===== config.mk =====
export PLATFORM = sky130hd
export DESIGN_NAME = mem_port_arbiter
export DESIGN_NICKNAME = d
export VERILOG_FILES = /design/src/rtl/mem_port_arbiter.sv
export SDC_FILE = /design/constraint.sdc
export NUM_CORES = 1
export LEC_CHECK = 0
export BUFFER_PORTS_ARGS = -buffer_cell sky130_fd_sc_hd__buf_2
export CAP_MARGIN = 10
export CORE_AREA = 2 2 105 107
export DETAILED_ROUTE_END_ITERATION = 10
export DIE_AREA = 0 0 107 109
export PLACE_DENSITY = 0.8
export SYNTH_ARGS = -nofsm -noshare
export SYNTH_HDL_FRONTEND = slang
export SYNTH_SLANG_ARGS = --single-unit

===== constraint.sdc =====
create_clock -name clk -period 1.98 [get_ports clk]
set_input_delay 0.099 -clock clk [delete_from_list [all_inputs] [get_ports clk]]
set_output_delay 0.099 -clock clk [all_outputs]
set_load 0.01 [all_outputs]

===== src/rtl/mem_port_arbiter.sv =====
// Request/grant arbiter sharing one single-ported memory between fetch (IF) and load/store (MEM).
// Optional wait-cycle performance counters are enabled with the ARB_PERF_CNT_EN macro.
module mem_port_arbiter #(
   parameter int ADDR_W  = 32,
   parameter int DATA_W  = 32,
   parameter int MEM_LAT = 1
) (
   input  logic              clk,
   input  logic              rst,
   input  logic              if_req,
   input  logic [ADDR_W-1:0] if_addr,
   output logic              if_gnt,
   output logic              if_rvalid,
   output logic [DATA_W-1:0] if_rdata,
   input  logic              d_req,
   input  logic              d_we,
   input  logic [ADDR_W-1:0] d_addr,
   input  logic [DATA_W-1:0] d_wdata,
   input  logic [2:0]        d_func3,
   output logic              d_gnt,
   output logic              d_rvalid,
   output logic [DATA_W-1:0] d_rdata,
   output logic              mem_en,
   output logic              mem_we,
   output logic [ADDR_W-1:0] mem_addr,
   output logic [DATA_W-1:0] mem_wdata,
   output logic [2:0]        mem_func3,
   input  logic [DATA_W-1:0] mem_rdata,
   output logic              stall
`ifdef ARB_PERF_CNT_EN
   ,
   output logic [31:0]       perf_if_wait,
   output logic [31:0]       perf_d_wait
`endif
);

   typedef enum logic [0:0] {IDLE = 1'b0, BUSY = 1'b1} state_t;

   localparam logic       OWN_IF   = 1'b0;
   localparam logic       OWN_D    = 1'b1;
   localparam logic [2:0] LAT_LAST = 3'(MEM_LAT);

   state_t            state_q, state_d;
   logic [2:0]        lat_cnt_q, lat_cnt_d;
   logic              owner_q, owner_d;
   logic              last_owner_q, last_owner_d;
   logic              store_q, store_d;
   logic              if_rvalid_q, if_rvalid_d;
   logic              d_rvalid_q, d_rvalid_d;
   logic [DATA_W-1:0] if_rdata_q, if_rdata_d;
   logic [DATA_W-1:0] d_rdata_q, d_rdata_d;
   logic              if_gnt_s, d_gnt_s;

   // Grants are gated by rst so every output reads zero while reset is asserted.
   always_comb begin
      if_gnt_s = 1'b0;
      d_gnt_s  = 1'b0;
      if (rst && (state_q == IDLE)) begin
         if (if_req && d_req) begin
            if (last_owner_q == OWN_D) begin
               if_gnt_s = 1'b1;
            end else begin
               d_gnt_s = 1'b1;
            end
         end else begin
            if_gnt_s = if_req;
            d_gnt_s  = d_req;
         end
      end else begin
         if_gnt_s = 1'b0;
         d_gnt_s  = 1'b0;
      end
   end

   // Memory command is driven only in the grant cycle.
   always_comb begin
      mem_en    = 1'b0;
      mem_we    = 1'b0;
      mem_addr  = {ADDR_W{1'b0}};
      mem_wdata = {DATA_W{1'b0}};
      mem_func3 = 3'b000;
      if (if_gnt_s) begin
         mem_en    = 1'b1;
         mem_addr  = if_addr;
         mem_func3 = 3'b010;
      end else if (d_gnt_s) begin
         mem_en    = 1'b1;
         mem_we    = d_we;
         mem_addr  = d_addr;
         mem_wdata = d_wdata;
         mem_func3 = d_func3;
      end else begin
         mem_en = 1'b0;
      end
   end

   always_comb begin
      state_d      = state_q;
      lat_cnt_d    = lat_cnt_q;
      owner_d      = owner_q;
      last_owner_d = last_owner_q;
      store_d      = store_q;
      if_rdata_d   = if_rdata_q;
      d_rdata_d    = d_rdata_q;
      if_rvalid_d  = 1'b0;
      d_rvalid_d   = 1'b0;
      case (state_q)
         IDLE: begin
            if (if_gnt_s || d_gnt_s) begin
               state_d      = BUSY;
               lat_cnt_d    = 3'd1;
               owner_d      = d_gnt_s;
               last_owner_d = d_gnt_s;
               store_d      = d_gnt_s & d_we;
            end else begin
               lat_cnt_d = 3'd0;
            end
         end
         BUSY: begin
            // Last latency cycle: mem_rdata is valid now, response pulses next cycle.
            if (lat_cnt_q == LAT_LAST) begin
               state_d   = IDLE;
               lat_cnt_d = 3'd0;
               if (owner_q == OWN_D) begin
                  d_rvalid_d = 1'b1;
                  if (!store_q) begin
                     d_rdata_d = mem_rdata;
                  end else begin
                     d_rdata_d = d_rdata_q;
                  end
               end else begin
                  if_rvalid_d = 1'b1;
                  if_rdata_d  = mem_rdata;
               end
            end else begin
               lat_cnt_d = lat_cnt_q + 3'd1;
            end
         end
         default: begin
            state_d = IDLE;
         end
      endcase
   end

   always_ff @(posedge clk or negedge rst) begin
      if (!rst) begin
         state_q      <= IDLE;
         lat_cnt_q    <= 3'd0;
         owner_q      <= OWN_IF;
         last_owner_q <= OWN_IF;
         store_q      <= 1'b0;
         if_rvalid_q  <= 1'b0;
         d_rvalid_q   <= 1'b0;
         if_rdata_q   <= {DATA_W{1'b0}};
         d_rdata_q    <= {DATA_W{1'b0}};
      end else begin
         state_q      <= state_d;
         lat_cnt_q    <= lat_cnt_d;
         owner_q      <= owner_d;
         last_owner_q <= last_owner_d;
         store_q      <= store_d;
         if_rvalid_q  <= if_rvalid_d;
         d_rvalid_q   <= d_rvalid_d;
         if_rdata_q   <= if_rdata_d;
         d_rdata_q    <= d_rdata_d;
      end
   end

   assign if_gnt    = if_gnt_s;
   assign d_gnt     = d_gnt_s;
   assign if_rvalid = if_rvalid_q;
   assign d_rvalid  = d_rvalid_q;
   assign if_rdata  = if_rdata_q;
   assign d_rdata   = d_rdata_q;
   assign stall     = rst & ((if_req & ~if_gnt_s) | (d_req & ~d_gnt_s) | (state_q == BUSY));

`ifdef ARB_PERF_CNT_EN
   logic [31:0] perf_if_wait_q, perf_if_wait_d;
   logic [31:0] perf_d_wait_q, perf_d_wait_d;

   // Saturating counts of cycles each requester spends waiting for a grant.
   always_comb begin
      perf_if_wait_d = perf_if_wait_q;
      perf_d_wait_d  = perf_d_wait_q;
      if (if_req && !if_gnt_s && (perf_if_wait_q != 32'hFFFF_FFFF)) begin
         perf_if_wait_d = perf_if_wait_q + 32'd1;
      end else begin
         perf_if_wait_d = perf_if_wait_q;
      end
      if (d_req && !d_gnt_s && (perf_d_wait_q != 32'hFFFF_FFFF)) begin
         perf_d_wait_d = perf_d_wait_q + 32'd1;
      end else begin
         perf_d_wait_d = perf_d_wait_q;
      end
   end

   always_ff @(posedge clk or negedge rst) begin
      if (!rst) begin
         perf_if_wait_q <= 32'd0;
         perf_d_wait_q  <= 32'd0;
      end else begin
         perf_if_wait_q <= perf_if_wait_d;
         perf_d_wait_q  <= perf_d_wait_d;
      end
   end

   assign perf_if_wait = perf_if_wait_q;
   assign perf_d_wait  = perf_d_wait_q;
`endif

endmodule

# Yosys cells after proc, flatten, opt, wreduce, memory -nomap -nowiden
# Cells that the tools add are included.
[word_totals]
regBits = 72
latch_bits = 0
ramBits = 0
mem_bits_ro = 0
input_bits = 136
out_inout_bits = 138
wordCells = 53
n_memories = 0
[op_classes]
n_addsub = 1
mul = 0
n_div = 0
n_lt_le_gt_ge = 0
n_eq_ne = 1
shift = 0
n_mux = 26
bitwise_logic = 11
reduce_logical = 6
[op_table]
columns = ["cell", "n"]
rows = [
  ["$mux 32", 4],
  ["$mux 1", 17],
  ["$mux 3", 3],
  ["$pmux 3 s2", 1],
  ["$not 1->1", 5],
  ["$and 1x1->1", 4],
  ["$reduce_and 4->1", 1],
  ["$add 3x1->3 const B", 1],
  ["$eq 3x1->1 const B", 1],
  ["$reduce_and 3->1", 1],
  ["$logic_and 1x1->1", 2],
  ["$or 1x1->1", 2],
  ["$pmux 1 s2", 1],
  ["$reduce_and 2->1", 1],
  ["$logic_or 1x1->1", 1],
]

# Logic depth before layout (Yosys ltp)
# Gate-level depths: netlist (run 1).
[depth]
depth_word = 8
mapped_depth = 5
depth_no_buf = 4

# Worst setup path after synthesis (run 1)
# OpenSTA, ideal clock, no wires.
[synth_path]
path_type = "register to register"
startpoint = "register lat_cnt_q[1]"
endpoint = "register if_rdata_q[10], in the netlist if_rdata[10]"
setup_time_ns = 0.125
arrival_time_ns = 1.403
required_ns = 1.855
setup_slack_ns = 0.452
path_stages_with_launch = 6
path_buffers = 2
synth_period_minus_slack_ns = 1.528
path_cell_list = "dfrtp_1 -> and4bb_1 -> nor2b_4 -> buf_6 -> buf_12 -> mux2_4"
[synth_between]
elab_chain_len = 2
[synth_rtl]
columns = ["item", "line_no", "source"]
rows = [
  ["from (decl)", "44", "logic [2:0] lat_cnt_q, lat_cnt_d;"],
  ["from (signal assigned)", "158", "lat_cnt_q <= lat_cnt_d;"],
  ["$eq 3x1->1", "121", "if (lat_cnt_q == LAT_LAST) begin"],
  ["$reduce_and 3->1 (no line)", "n/a", ""],
  ["to (signal assigned)", "154", "if_rdata_q <= {DATA_W{1'b0}};"],
  ["to (signal assigned)", "164", "if_rdata_q <= if_rdata_d;"],
  ["to (decl)", "50", "logic [DATA_W-1:0] if_rdata_q, if_rdata_d;"],
]
# Every way passes these cells.
# A chain may end at the register's enable or synchronous reset.

# Final worst setup path (run 1)
[layout_path]
startpoint = "register last_owner_q"
endpoint = "output port mem_addr[5]"
[layout_between]
elab_chain_len = 5
elab_cells_between_ends = 8
classes_between = "8 x mux"
[layout_rtl]
columns = ["item", "line_no", "source"]
rows = [
  ["from (decl)", "46", "logic last_owner_q, last_owner_d;"],
  ["from (signal assigned)", "160", "last_owner_q <= last_owner_d;"],
  ["$mux 1", "60", "if (last_owner_q == OWN_D) begin"],
  ["$mux 1", "59", "if (if_req && d_req) begin"],
  ["$mux 1", "58", "if (rst && (state_q == IDLE)) begin"],
  ["$mux 32", "86", "end else if (d_gnt_s) begin"],
  ["$mux 32 *", "82", "if (if_gnt_s) begin"],
  ["to (decl)", "25", "output logic [ADDR_W-1:0] mem_addr,"],
]
# Mark *: on every way between the ends. The rest lies on a longest branch, timed or not.

==> results of run 1 <==
==> final timing paths <==
check,endpoint,cells past startpoint,slack (ns)
setup / recovery,mem_addr[5],5,0.15
hold / removal,store_q,2,0.02
setup reg to reg,if_rdata[1],4,0.36
hold reg to reg,d_rdata[12],1,0.50
max in group asynchronous,if_rdata[12],4,0.67
min in group asynchronous,d_rdata[2],3,0.45
==> layer usage <==
layer / wire length (um) / GRT usage
met5: 0 / 0
met1: 4720 / 0.237
met2: 5810 / 0.307
met3: 748 / 0.0460
met4: 82 / 0.0501
==> sequential cells by signal, indices dropped and copies added, names as in the netlist <==
register,count
d_rdata,32
state_q,1
if_rdata,32
lat_cnt_q,3
if_rvalid,1
last_owner_q,1
store_q,1
d_rvalid,1
==> final cells by class <==
type / instances / share of cell area
flip-flops and latches: 72 / 0.328
clock buffers: 10 / 0.0251
multi-input cells: 155 / 0.273
inverters: 2 / 0.00137
repair buffers: 309 / 0.318
well taps: 140 / 0.0319
clock inverters: 5 / 0.0235
==> through the flow <==
step	utilization	setup slack [ns]	total power, W
after floorplan	-	0.452	0.00460
after global placement	0.466	0.363	0.00578
after detailed placement	0.466	0.347	0.00590
after CTS	0.512	0.0120	0.00750
after global routing	0.518	0.0140	0.00789
final	0.518	0.150	0.00745
==> power by group <==
group	switching (W)	internal [W]
Combinational	0.00146	0.00183
Sequential	0.000416	0.00220
Clock	0.000540	0.000995
Total	0.00242	0.00503
==> cells in the mapped netlist, types with 2 or more instances <==
cell      instances  area share
a21oi_1           2      0.0029
a22o_1           33       0.084
and2_1           35       0.063
and3_1            2      0.0036
buf_12            3       0.017
buf_2             6      0.0087
buf_4             3      0.0065
clkbuf_1          6      0.0065
dfrtp_1          72        0.52
inv_1             2      0.0022
mux2_2           35        0.11
mux2_4           29        0.13
nand2_1           2      0.0022
nor2b_1           2      0.0036
o21ai_0           3      0.0043
==> kinds of logic (layout without fill, tap and decap cells) <==
group,Yosys count,in the layout,share of synthesized area
buffers and inverters,21,326,0.0446
flip-flops,72,72,0.522
AND/OR/NAND/NOR,50,50,0.0953
AO/OA/AOI/OAI,40,40,0.0953
XOR/XNOR,1,1,0.00254
multiplexers,64,64,0.240
==> repair_timing <==
item / in CTS / in global routing
endpoints found under the setup margin: 0 / 42
hold endpoints to repair: 64 / 6
gates resized for setup: 0 / 4
hold buffers: 22 / 5
==> results.txt, run 1 <==
Die Ht -> 109 um
H-tree depth -> 3
WP buf/inv -> 2
io pins -> 274
f_max -> 547 MHz
Placed Cells -> 651
commonest non-fill, non-tap cell in the layout -> buf_2
hold path start -> d_we
worst min-delay path class -> input pin to register
critical path class -> register to primary output
CTS buffer count -> 9
CP peak stage delay -> 0.46 ns
Peak VDD IR -> 0.000652 V
DR iter-0 viols -> 161
first-pass GRT wire length -> 16,400 um
antenna cells -> 0
worst flop-to-flop path startpoint -> lat_cnt_q[1]
Post-CTS Setup Inserts -> 0
routed vias/inst -> 4.57
FP Rows -> 38
Non-Filler Instances -> 693
Post-synth ARST share -> 1.00
Longest Clk Path Bufs -> 2
nets -> 685
Final Skew -> 0.0155 ns
most frequent cells in the layout -> buf_2 (273), dfrtp_1 (72), and2_1 (35), mux2_2 (35), a22o_1 (33)
Mapped Area -> 0.00345 sq mm
total global routing overflow -> 0
Vias -> 3,165
Port Buf Inserts -> 273
largest net degree at the start of global routing -> 43
TNS Setup -> 0 ns
Worst setup SP type -> register
DRC viols -> 0
area grow syn2layout -> 59.1%
routability congestion estimate -> 0.815
slowest CP cell -> dfrtp_1
Cell Area, Placed -> 0.00494 sq mm
Register Area -> 0.00180 sq mm
synth warn -> 0
CP endpoint kind -> primary output
EDFF count, synth -> 0
vias in the first global route -> 3,086
synthesized area per cell -> 13.9 sq um
Pwr Density -> 1360 mW/mm^2
Synth Net Count -> 384
Tot GR Track Use -> 0.183
outcome -> completed
slew margin rel. -> 0.642
Cells after Synth -> 248
Pleak -> 2.98 nW
Critical Path AT -> 1.73 ns
antenna violations before repair -> 0
die width -> 107 um
CTS clock-pin slew for the worst setup and hold paths -> 0.06 ns
Filler cells -> 929
fin crit period -> 1.83 ns
MaxCap Viol Count -> 0
Initial Utilization -> 0.326
layout cell share with drive strength beyond 1 -> 0.660
Yosys reg bits -> 72
Synth cell types -> 28
Final Hold Viols -> 0
Critical Path Start -> last_owner_q
number of nets with antenna violations after routing -> 0
cell family with most CP delay -> flip-flops
RSZ-0062 raised after global routing -> false
Final setup viols -> 0
WP data required -> 1.88 ns
dpl hpwl -> 8720 um
Num Clock Sinks -> 72
final wirelength -> 11,400 um
DIE AREA -> 0.0117 sq mm
drt pass-1 iters -> 4
Clk Latency, worst-skew pair -> 0.34 ns
root buffer cell -> clkbuf_8
CTS tree -> yes
hold_ws -> 0.0211 ns
final instance area -> 0.00549 sq mm
period utilization -> 0.924
Main synth FF type -> dfrtp_1
per-cell routed wire length -> 16.4 um
Final Max Slew Viols -> 0
total core area -> 0.0106 sq mm
Seq/Total Area, Yosys -> 0.522
top fanout value on the critical path -> 34
area of the multi-input gates -> 0.00150 sq mm
worst-margin pin slew -> 0.531 ns
CP Cell Sequence -> nand2b_1, and3_1, buf_6, a22o_1, buf_2
Note: power is estimated with default switching activity, not from simulation.
==> run 2, diff against run 1 <==
- GPL_TIMING_DRIVEN: not set -> 0
==> run 2 against run 1 <==
  * The run now ends with hold timing left
  * Worst setup slack worse by 0.029 ns
  * Wire length increased by 4.6%
  * First-iteration DRC count down 24%
  * Combinational power grew 5%
  * Worst hold slack worse by 0.32 ns
  * Core utilization is 0.64 points higher
  * Non-clock buffer count is 13 higher
  * Clock power down 20%
  * Critical endpoint unchanged
  * Largest power group unchanged
==> results.txt, run 2 (synthesis gave the netlist of run 1 again) <==
outcome -> finished, violations left
failing checks -> hold timing
WP data required -> 1.88 ns (about the same)
root buffer cell -> clkbuf_8
Filler cells -> 929 (unchanged)
DIE AREA -> 0.0117 sq mm (unchanged)
Die Ht -> 109 um (unchanged)
Critical Path Start -> last_owner_q
io pins -> 274 (unchanged)
worst-margin pin slew -> 0.556 ns (+0.0257 ns)
top fanout value on the critical path -> 10 (-71%)
hold_ws -> -0.302 ns (-0.323 ns)
Non-Filler Instances -> 707 (+2.0%)
Final Max Slew Viols -> 0 (unchanged)
nets -> 698 (+1.9%)
Reg2Reg Depth -> 5 (+1)
Placed Cells -> 661 (+1.5%)
vias in the first global route -> 3,243 (+5.1%)
worst flop-to-flop path startpoint -> lat_cnt_q[1]
H-tree depth -> 3 (unchanged)
Pleak -> 3.02 nW (+1.2%)
antenna violations before repair -> 0 (unchanged)
Peak VDD IR -> 0.000568 V (-13%)
Num Clock Sinks -> 72 (unchanged)
Tot GR Track Use -> 0.190 (+0.00662)
total global routing overflow -> 0 (unchanged)
routability congestion estimate -> 0.851 (+4.5%)
RSZ-0062 raised after global routing -> false
Vias -> 3,240 (+2.4%)
number of nets with antenna violations after routing -> 0 (unchanged)
Clk Latency, worst-skew pair -> 0.33 ns (about the same)
layout cell share with drive strength beyond 1 -> 0.667 (+0.00663)
slew margin rel. -> 0.629 (-0.0134)
Port Buf Inserts -> 273 (unchanged)
most frequent cells in the layout -> buf_2 (273), dfrtp_1 (71), and2_1 (35), mux2_2 (35), a22o_1 (33)
worst min-delay path class -> input pin to asynchronous set/reset pin
dpl hpwl -> 9110 um (+4.4%)
drt pass-1 iters -> 4 (unchanged)
Pwr Density -> 1310 mW/mm^2 (-3.5%)
Register Area -> 0.00180 sq mm (about the same)
period utilization -> 0.939 (+0.0148)
largest net degree at the start of global routing -> 75 (+74%)
Final setup viols -> 0 (unchanged)
f_max -> 538 MHz (-1.6%)
Initial Utilization -> 0.326 (unchanged)
CTS clock-pin slew for the worst setup and hold paths -> 0.08 ns (+0.02 ns)
Critical Path AT -> 1.76 ns (+0.03 ns)
Longest Clk Path Bufs -> 2 (unchanged)
routed vias/inst -> 4.58 (+0.34%)
area grow syn2layout -> 61.1%
final wirelength -> 11,900 um (+4.6%)
die width -> 107 um (unchanged)
final core utilization -> 0.524 (+0.00637)
Final Skew -> 0.00656 ns (-0.00890 ns)
Setup crit end -> mem_addr[5]
fin crit period -> 1.86 ns (+0.0294 ns)
commonest non-fill, non-tap cell in the layout -> buf_2
critical path class -> register to primary output
Reg2Reg Setup Slack -> 0.31 ns (-0.05 ns)
antenna cells -> 0 (unchanged)
CTS buffer count -> 9 (unchanged)
Reg-to-Reg End -> if_rdata[15]
DR iter-0 viols -> 122 (-24%)
Final Hold Viols -> 72 (+72)
first-pass GRT wire length -> 16,900 um (+3.1%)
CP endpoint kind -> primary output
FP Rows -> 38 (unchanged)
Worst setup SP type -> register
area of the multi-input gates -> 0.00150 sq mm (+0.17%)
MaxCap Viol Count -> 0 (unchanged)
CTS tree -> yes
total core area -> 0.0106 sq mm (unchanged)
DRC viols -> 0 (unchanged)
per-cell routed wire length -> 16.8 um (+2.5%)
[run 2: timing repair]
action / in CTS / in global routing
setup endpoints to repair: 70 / 68
endpoints found under the hold margin: 120 / 74
setup buffers: 1 / 0
pin swaps: 0 / 0
gates resized for setup: 7 / 24
hold buffers: 29 / 1
[run 2: layout make-up]
class / instances / area share
clock buffers: 11 / 0.0272
clock inverters: 5 / 0.0113
inverters: 2 / 0.00135
plain buffers: 18 / 0.0317
repair buffers: 304 / 0.303
well taps: 140 / 0.0315
multi-input cells: 155 / 0.270
flip-flops and latches: 72 / 0.324
[run 2: metrics by stage]
stage	cell area (sq um)	hold WS [ns]	power [W]	setup WS (ns)	setup TNS (ns)
finish	5560	-0.302	0.00728	0.121	0
global route	5560	-0.262	0.00774	0.0142	0
CTS	5520	-0.212	0.00734	0.0140	0
detailed placement	5000	0.298	0.00600	-0.316	-14.01
global placement	4990	0.343	0.00587	-0.764	-45.35
floorplan	3450	-0.197	0.00460	0.452	0
[run 2: worst min-delay path by stage]
stage | to | slack [ns] | cells after the start
6_report | d_rdata[3] | -0.30 | 1
5_1_grt | if_rdata[3] | -0.26 | 1
4_1_cts | d_rdata[29] | -0.21 | 1
3_5_place_dp | d_rdata[29] | 0.30 | 1
3_3_place_gp | if_rdata[6] | 0.34 | 2
2_1_floorplan | d_rdata[0] | -0.20 | 0
[run 2: worst max-delay path, stage by stage (launching register included)]
cell and delay, ns:
dfrtp_2 0.44, nand2b_1 0.14, and3_2 0.26, buf_4 0.19, a22o_1 0.25, buf_2 0.15
[run 2: metal layers]
| metal | routed length, um | track usage | part of all wire |
|---|---|---|---|
| met1 | 4930 | 0.244 | 0.41 |
| met2 | 6020 | 0.318 | 0.51 |
| met3 | 852 | 0.0556 | 0.072 |
| met4 | 78 | 0.0455 | 0.0066 |
| met5 | 0 | 0 | 0 |
[run 2: where the power goes]
group | internal, W | switching, W
combinational | 0.00192 | 0.00154
clock | 0.000658 | 0.000571
sequential | 0.00220 | 0.000393
total | 0.00478 | 0.00251
==> run 3, diff against run 2 <==
- PLACE_DENSITY: 0.8 -> not set
- PLACE_DENSITY_LB_ADDON: not set -> 0.25
==> run 3 against run 2 <==
  * The flow still finishes with violations (hold timing)
  * Clock skew is 0.0038 ns higher
  * Combinational power hardly changed
  * Worst hold slack better by 0.0048 ns
  * Critical path type unchanged
  * Highest routed layer unchanged
==> results.txt, run 3 (synthesis gave the netlist of run 1 again) <==
outcome -> finished, violations left
failing checks -> hold timing
Peak VDD IR -> 0.000567 V (-0.29%)
root buffer cell -> clkbuf_8
WP data required -> 1.88 ns (about the same)
crit-path most repeated cell -> buf_2
period utilization -> 0.962 (+0.0230)
CTS buffer count -> 9 (unchanged)
Cell Area, Placed -> 0.00500 sq mm (unchanged)
WP buf/inv -> 3 (+1)
Tot GR Track Use -> 0.180 (-0.0101)
CP Cell Sequence -> nand2b_1, and3_1, buf_2, buf_4, a22o_1, buf_2
most frequent cells in the layout -> buf_2 (274), dfrtp_1 (71), and2_1 (35), mux2_2 (35)
Die Ht -> 109 um (unchanged)
Flop pwr share -> 0.350 (-0.006)
Filler cells -> 965 (+3.9%)
net switching fraction of the power -> 0.339 (-0.00505)
final wirelength -> 11,100 um (-6.3%)
MaxCap Viol Count -> 0 (unchanged)
H-tree depth -> 3 (unchanged)
DIE AREA -> 0.0117 sq mm (unchanged)
Longest Clk Path Bufs -> 2 (unchanged)
Worst setup SP type -> register
Initial Utilization -> 0.326 (unchanged)
slowest CP cell -> dfrtp_2
area grow syn2layout -> 62.4%
Internal Power -> 0.00485 W (+1.5%)
Register Area -> 0.00180 sq mm (unchanged)
drt pass-1 iters -> 4 (unchanged)
layout cell share with drive strength beyond 1 -> 0.662 (-0.00467)
largest net degree at the start of global routing -> 75 (unchanged)
vias in the first global route -> 3,175 (-2.1%)
Reg-to-Reg End -> if_rdata[5]
DRC viols -> 0 (unchanged)
cell family with most CP delay -> buffers and inverters
slew margin rel. -> 0.640 (+0.0112)
commonest non-fill, non-tap cell in the layout -> buf_2
io pins -> 274 (unchanged)
nets -> 702 (+0.57%)
setup ws final -> 0.0754 ns (-0.0456 ns)
routability congestion estimate -> 0.850 (-0.19%)
area of the multi-input gates -> 0.00150 sq mm (about the same)
hold_ws -> -0.297 ns (+0.00478 ns)
Final setup viols -> 0 (unchanged)
FP Rows -> 38 (unchanged)
Final Hold Viols -> 72 (unchanged)
Final Max Slew Viols -> 0 (unchanged)
dpl hpwl -> 8520 um (-6.5%)
TNS Setup -> 0 ns (unchanged)
CTS clock-pin slew for the worst setup and hold paths -> 0.09 ns (about the same)
Critical Path AT -> 1.81 ns (+0.05 ns)
per-cell routed wire length -> 15.6 um (-6.9%)
critical path class -> register to primary output
worst min-delay path class -> input pin to asynchronous set/reset pin
Vias -> 3,213 (-0.83%)
routed vias/inst -> 4.51 (-1.5%)
Reg2Reg Depth -> 5 (unchanged)
total core area -> 0.0106 sq mm (unchanged)
worst flop-to-flop path startpoint -> lat_cnt_q[1]
fin crit period -> 1.90 ns (+0.0456 ns)
f_max -> 525 MHz (-2.4%)
Clk Latency, worst-skew pair -> 0.35 ns (+0.02 ns)
Final Skew -> 0.0104 ns (+0.00385 ns)
Num Clock Sinks -> 72 (unchanged)
Reg2Reg Setup Slack -> 0.30 ns (about the same)
CP endpoint kind -> primary output
first-pass GRT wire length -> 16,200 um (-3.9%)
Pwr Density -> 1310 mW/mm^2 (about the same)
die width -> 107 um (unchanged)
antenna violations before repair -> 1 (+1)
Comb pwr share -> 0.468 (-0.007)
Sw Pwr -> 0.00249 W (-0.76%)
number of nets with antenna violations after routing -> 0 (unchanged)
top fanout value on the critical path -> 10 (unchanged)
worst slack, placed -> -0.310 ns (+0.00599 ns)
Clk pwr share -> 0.182 (+0.013)
Pleak -> 3.05 nW (+1.1%)
CTS Hold Bufs -> 33 (+14%)
Port Buf Inserts -> 273 (unchanged)
RSZ-0062 raised after global routing -> true
worst-margin pin slew -> 0.540 ns (-0.0169 ns)
final instance area -> 0.00561 sq mm (+0.81%)
DR iter-0 viols -> 134 (+9.8%)
CTS tree -> yes
total global routing overflow -> 0 (unchanged)
CP peak stage delay -> 0.42 ns (-0.02 ns)
[run 3: worst max-delay path by stage]
| stage | end | depth (start not counted) | start |
|---|---|---|---|
| final | mem_addr[23] | 6 | last_owner_q |
| after global routing | mem_addr[23] | 6 | last_owner_q |
| after CTS | mem_addr[30] | 6 | state_q |
| after detailed placement | mem_addr[9] | 7 | rst |
| after global placement | mem_addr[5] | 7 | rst |
| after floorplan | if_rdata[10] | 5 | lat_cnt_q[1] |
[run 3: stage by stage]
step	hold slack, ns	instances	utilization	power, W
2_1_floorplan	-0.197	248	-	0.00460
3_3_place_gp	0.343	661	0.471	0.00589
3_5_place_dp	0.289	661	0.471	0.00595
4_1_cts	-0.231	711	0.525	0.00741
5_1_grt	-0.267	712	0.529	0.00781
6_report	-0.297	712	0.529	0.00733
[run 3: repair_timing]
action / CTS / global route
endpoints found under the setup margin: 69 / 69
endpoints found under the hold margin: 135 / 72
gates resized for setup: 4 / 30
setup buffers: 1 / 0
[run 3: routing by layer]
layer	share of wire	vias up	track usage
met5	0	-	0
met4	0.012	0	0.0538
met3	0.075	11	0.0484
met2	0.50	138	0.299
met1	0.42	1542	0.230
li1	-	1522	-
[run 3: power by group through the flow]
| stage | Combinational, W | Clock [W] | Sequential (W) |
|---|---|---|---|
| finish | 0.00343 | 0.00134 | 0.00257 |
| global route | 0.00368 | 0.00147 | 0.00265 |
| CTS | 0.00346 | 0.00139 | 0.00256 |
| detailed placement | 0.00336 | 0 | 0.00259 |
| global placement | 0.00332 | 0 | 0.00258 |
| floorplan | 0.00168 | 0 | 0.00292 |
[run 3: layout make-up]
cell class,count,share of cell area
sequential,72,0.322
multi-input combinational,155,0.267
tap,140,0.0312
buffer,19,0.0317
timing repair buffer,307,0.306
clock inverter,7,0.0183
antenna,1,0.000446
clock buffer,9,0.0221
inverter,2,0.00134
